$ cat src/rtl/axi4_master_cmd_seq.sv
// Command sequencer in front of axi4_master: splits one large transfer request into
// chunks bounded by MAX_CHUNK_WORDS and BOUNDARY_BYTES, triggering the master once per chunk.
module axi4_master_cmd_seq #(
    parameter int ADDR_WIDTH      = 15,
    parameter int USER_DATA_WIDTH = 8,
    parameter int MAX_CHUNK_WORDS = 256,
    parameter int MAX_TOTAL_WORDS = 65535,
    parameter int BOUNDARY_BYTES  = 4096,
    parameter int MSG_WIDTH       = 8
) (
    input  logic                                   clk,
    input  logic                                   rst,
    input  logic                                   i_req_valid,
    output logic                                   o_req_ready,
    input  logic                                   i_req_direction,
    input  logic [ADDR_WIDTH-1:0]                  i_req_base_address,
    input  logic [$clog2(MAX_TOTAL_WORDS+1)-1:0]   i_req_num_words,
    output logic                                   o_busy,
    output logic                                   o_done,
    output logic [MSG_WIDTH-1:0]                   o_msgs,
    input  logic                                   i_master_ready,
    output logic                                   o_master_trigger,
    output logic [$clog2(MAX_CHUNK_WORDS+1)-1:0]   o_master_num_data_words,
    output logic [ADDR_WIDTH-1:0]                  o_master_base_address,
    output logic                                   o_master_direction,
    input  logic [MSG_WIDTH-1:0]                   i_master_msgs,
    output logic                                   o_master_clear_messages
);

    localparam int BPW     = USER_DATA_WIDTH / 8;
    localparam int BPW_LOG = $clog2(BPW);
    localparam int BLOG    = $clog2(BOUNDARY_BYTES);
    localparam int NW      = $clog2(MAX_TOTAL_WORDS + 1);
    localparam int CW      = $clog2(MAX_CHUNK_WORDS + 1);

    localparam logic [2:0] S_IDLE      = 3'd0;
    localparam logic [2:0] S_CALC      = 3'd1;
    localparam logic [2:0] S_TRIGGER   = 3'd2;
    localparam logic [2:0] S_WAIT_BUSY = 3'd3;
    localparam logic [2:0] S_WAIT_DONE = 3'd4;
    localparam logic [2:0] S_DONE      = 3'd5;

    logic [2:0]            r_state;
    logic [ADDR_WIDTH-1:0] r_addr;
    logic [NW-1:0]         r_remaining;
    logic                  r_dir;
    logic                  r_busy;
    logic                  r_done;
    logic [MSG_WIDTH-1:0]  r_msgs;
    logic [CW-1:0]         r_m_num;
    logic [ADDR_WIDTH-1:0] r_m_addr;
    logic                  r_m_dir;

    logic [31:0]           w_room;
    logic [31:0]           w_lim;
    logic [CW-1:0]         w_chunk;
    logic                  w_fire;

    // Chunk = min(remaining, MAX_CHUNK_WORDS, words left before the next boundary).
    // NOTE: every always_comb output gets a default assignment first so no latch is inferred.
    always_comb begin
        w_room = (32'(BOUNDARY_BYTES) - 32'(r_addr[BLOG-1:0])) >> BPW_LOG;
        w_lim  = 32'(r_remaining);
        if (w_lim > 32'(MAX_CHUNK_WORDS)) w_lim = 32'(MAX_CHUNK_WORDS);
        if (w_lim > w_room)               w_lim = w_room;
        w_chunk = CW'(w_lim);
    end

    // Trigger is combinational so it lands in the very cycle the master reports ready.
    assign w_fire = (r_state == S_TRIGGER) && i_master_ready;

    // NOTE: sequential state uses non-blocking assignments only, so every register samples pre-edge values.
    always_ff @(posedge clk) begin
        if (rst) begin
            r_state     <= S_IDLE;
            r_addr      <= '0;
            r_remaining <= '0;
            r_dir       <= 1'b0;
            r_busy      <= 1'b0;
            r_done      <= 1'b0;
            r_msgs      <= '0;
            r_m_num     <= '0;
            r_m_addr    <= '0;
            r_m_dir     <= 1'b0;
        end else begin
            r_done <= 1'b0;
            case (r_state)
                S_IDLE: begin
                    if (i_req_valid) begin
                        r_addr      <= i_req_base_address;
                        r_remaining <= i_req_num_words;
                        r_dir       <= i_req_direction;
                        r_msgs      <= '0;
                        r_busy      <= 1'b1;
                        r_state     <= (i_req_num_words == '0) ? S_DONE : S_CALC;
                    end
                end
                S_CALC: begin
                    r_m_num  <= w_chunk;
                    r_m_addr <= r_addr;
                    r_m_dir  <= r_dir;
                    r_state  <= S_TRIGGER;
                end
                S_TRIGGER: begin
                    if (w_fire) begin
                        r_addr      <= r_addr + ADDR_WIDTH'(32'(r_m_num) << BPW_LOG);
                        r_remaining <= r_remaining - NW'(r_m_num);
                        r_state     <= S_WAIT_BUSY;
                    end
                end
                S_WAIT_BUSY: begin
                    if (!i_master_ready) r_state <= S_WAIT_DONE;
                end
                S_WAIT_DONE: begin
                    if (i_master_ready) begin
                        r_msgs  <= r_msgs | i_master_msgs;
                        r_state <= (r_remaining != '0) ? S_CALC : S_DONE;
                    end
                end
                S_DONE: begin
                    r_done  <= 1'b1;
                    r_busy  <= 1'b0;
                    r_state <= S_IDLE;
                end
                default: r_state <= S_IDLE;
            endcase
        end
    end

    assign o_req_ready             = (r_state == S_IDLE);
    assign o_busy                  = r_busy;
    assign o_done                  = r_done;
    assign o_msgs                  = r_msgs;
    assign o_master_trigger        = w_fire;
    assign o_master_clear_messages = w_fire;
    assign o_master_num_data_words = r_m_num;
    assign o_master_base_address   = r_m_addr;
    assign o_master_direction      = r_m_dir;

endmodule

$ cat config.mk
export PLATFORM = sky130hd
export DESIGN_NAME = axi4_master_cmd_seq
export DESIGN_NICKNAME = d
export VERILOG_FILES = /design/src/rtl/axi4_master_cmd_seq.sv
export SDC_FILE = /design/constraint.sdc
export NUM_CORES = 1
export LEC_CHECK = 0
export BUFFER_PORTS_ARGS = -buffer_cell sky130_fd_sc_hd__buf_4
export CAP_MARGIN = 40
export CELL_PAD_IN_SITES_DETAIL_PLACEMENT = 1
export CELL_PAD_IN_SITES_GLOBAL_PLACEMENT = 1
export CORE_MARGIN = 1
export CORE_UTILIZATION = 41
export DETAILED_ROUTE_END_ITERATION = 16
export GPL_ROUTABILITY_DRIVEN = 1
export PLACE_DENSITY = 0.89
export SLEW_MARGIN = 30
export SYNTH_ARGS = -nofsm -noshare
export SYNTH_HDL_FRONTEND = slang
export SYNTH_SLANG_ARGS = --single-unit
$ cat constraint.sdc
create_clock -name clk -period 3.7 [get_ports clk]
set_input_delay 0.37 -clock clk [delete_from_list [all_inputs] [get_ports clk]]
set_output_delay 0.37 -clock clk [all_outputs]
set_load 0.01 [all_outputs]
==> flow_summary.json <==
{
  "r2r_end": "o_master_num_data_words[1]",
  "die_w_um": 107,
  "synth_top_area_cell": "dfxtp_1",
  "holdCritPathClass": "primary input to flip-flop",
  "cts_root_buffer": "clkbuf_8",
  "r2r_start": "r_addr[9]",
  "p_clk_share_pct": 24.7,
  "antenna_cells": 0,
  "clock.fmax_mhz": 301,
  "synth_top_cells_by_count": "nand2_1 (95), dfxtp_1 (70), nor2_1 (68)",
  "r2r_slack_ps": 370,
  "pwr-share-seq_pct": 36.7,
  "hold_viol": 0,
  "syn_area_um2": 4540,
  "initial_core_util_pct": 42.0,
  "cp-end-kind": "flip-flop",
  "io_buffers": 81,
  "io_pins": 82,
  "grt_antenna_before_repair": 0,
  "slew_headroom_pct": 49.4,
  "die_area_um2": 11500,
  "worstMarginPinSlew_ps": 756,
  "tritoncts": "done",
  "synth_most_common_cell": "nand2_1",
  "startpoint_type": "flip-flop",
  "fin_crit_ps": 3330,
  "via_per_inst": 5.77,
  "p_switching_mw": 0.976,
  "post-route-period-util_pct": 89.9,
  "r2r_cells": 11,
  "worstSetupPathType": "flip-flop to flip-flop",
  "cts.sinks": 70,
  "cts_htree_levels": 3,
  "syn_area_per_cell_um2": 7.63,
  "power_density_nw_per_um2": 464,
  "synth_top_area_share_pct": 30.9,
  "timing.final.max_slew_violations": 0,
  "vias": 4661,
  "clk_path_buf_depth": 2,
  "final_antenna_net_count": 0,
  "clk_pin_slew_ps": 80,
  "cp.required_ps": 3920,
  "yosysUniqueCellTypes": 60,
  "drt_first_pass_iters": 4,
  "status": "finished clean",
  "finalWeightedCongestion": 0.895,
  "setup_violations": 0,
  "drt-total-wl_mm": 14.5,
  "grt_usage_pct": 26.6,
  "drc_errors": 0,
  "critical_path_arrival_ps": 3550,
  "netlist_instances": 595,
  "setup_tns_ps": 0,
  "synth-seq-area-share_pct": 30.9,
  "setup_ws_ps": 374,
  "post-route-util_pct": 50.1,
  "grt_pass1_wl_mm": 23.7,
  "ys.flop_type": "dfxtp_1",
  "p_leak_nw": 2.21,
  "cts_buffers": 9,
  "syn2layout_area_growth_pct": 19.2,
  "wl_per_cell_um": 17.9,
  "overflow": 0,
  "crit_end": "o_master_num_data_words[1]",
  "worstPathMaxFanout": 13,
  "ys_warn_count": 0,
  "ir_drop_v": 0.000188,
  "cts_setup_buffers": 0,
  "cts_hold_buf": 0,
  "fp-row-count": 38,
  "p_sw_share_pct": 38.9,
  "first_iter_violations": 168,
  "core_um2": 10800,
  "post-place-ws_ps": 400,
  "internal_power_mw": 1.53,
  "nFillCells": 1346,
  "grt_max_degree": 66,
  "clock-skew-final_ps": 9.88,
  "rsz0062_at_grt": "no",
  "ys_ff_latch": 70,
  "die_y_um": 107,
  "drive_gt1_share_pct": 19.0,
  "nets": 741,
  "synth_edf_count": 0,
  "clock_latency_ps": 370,
  "startpoint": "r_addr[9]",
  "dp_hpwl_mm": 10.5,
  "synth_area_leaders": "dfxtp_1 (31%), ha_1 (8.8%), nand2_1 (7.9%), nor2_1 (5.6%), a21oi_1 (5.5%)",
  "maxCapViolations": 0,
  "synth-async-reset-ratio_pct": 0,
  "grt_pass1_vias": 4871,
  "combPwrFrac_pct": 38.6
}
[how the worst min path moves through the flow]
stage / endpoint / startpoint / depth (start not counted) / slack (ps)
after floorplan: o_master_direction / r_dir / 2 / 430
after global placement: r_dir / r_dir / 2 / 440
after detailed placement: o_master_base_address[13] / o_master_base_address[13] / 2 / 450
after CTS: o_msgs[0] / i_master_msgs[0] / 3 / 220
after global routing: o_msgs[4] / i_master_msgs[4] / 3 / 240
final: o_msgs[3] / i_master_msgs[3] / 3 / 230
[worst max-delay path: stages (launching register included)]
cell and delay (ps):
dfxtp_1 450, or4_1 630, nor3_1 250, xor2_1 210
ha_1 170, nand4_1 120, or2_1 260, o32a_1 390
o31ai_4 110, buf_4 240, mux2i_1 260, a211oi_2 90
[kinds of logic after synthesis]
kind of cell	after synthesis	synth area share, %
other cells	1	0.0826
simple gates	265	26.8
mux	13	3.03
flops	70	30.9
buf+inv	54	5.76
fa+ha+maj	34	9.70
xor+xnor	14	2.70
compound gates	144	21.0
[layout by cell type (no fill, tap or decap), drive strengths merged, types with 13 or more instances in the layout]
cell type / instances
nand3: 21
o21ai: 18
inv: 18
nor3: 22
buf: 89
nand2: 95
clkbuf: 13
dfxtp: 70
nor2: 68
ha: 32
a21oi: 50
a211oi: 17
[power groups by stage]
| stage | clock network (mW) | registers [mW] | logic [mW] |
|---|---|---|---|
| final | 0.621 | 0.920 | 0.969 |
| after floorplan | 0 | 0.903 | 0.675 |
| after CTS | 0.637 | 0.918 | 0.955 |
| after global routing | 0.667 | 0.931 | 1.07 |
| after global placement | 0 | 0.927 | 0.884 |
| after detailed placement | 0 | 0.934 | 0.940 |
[sequential cells by signal, summed over array words and instances, names as in the netlist]
register                 cells
o_msgs                       8
o_busy                       1
o_master_base_address       15
o_master_direction           1
r_state                      3
r_addr                      15
r_remaining                 16
r_dir                        1
o_master_num_data_words      9
o_done                       1
[metal layers]
| metal | global-route usage (%) | vias to the layer above | part of all wire [%] |
|---|---|---|---|
| met1 | 32.2 | 2261 | 43 |
| met4 | 11.6 | 0 | 2.4 |
| met2 | 46.0 | 115 | 50 |
| met3 | 4.62 | 33 | 4.8 |
| li1 | - | 2252 | - |
| met5 | 0 | - | 0 |
[layout make-up]
cell class,count,area (um2),area share (%)
Clock inverter,4,47.5,0.879
Tap cell,140,175,3.24
Sequential cell,70,1400,25.9
Multi-Input combinational cell,474,2900,53.7
Timing Repair Buffer,90,677,12.5
Clock buffer,12,135,2.50
Inverter,18,67.6,1.25
[per-stage QoR]
step / total power, mW / cells / hold WS, ps / area, um2
2_1_floorplan: 1.58 / 598 / 432 / 4550
3_3_place_gp: 1.81 / 789 / 443 / 5190
3_5_place_dp: 1.87 / 791 / 451 / 5210
4_1_cts: 2.51 / 807 / 218 / 5390
5_1_grt: 2.67 / 808 / 236 / 5410
6_report: 2.51 / 808 / 232 / 5410
[what timing repair did]
item | 4_1_cts | 5_1_grt
hold endpoints to repair | 0 | 0
endpoints found under the setup margin | 0 | 1
resized for setup | 0 | 1
Note: power is estimated with default switching activity, not from simulation.
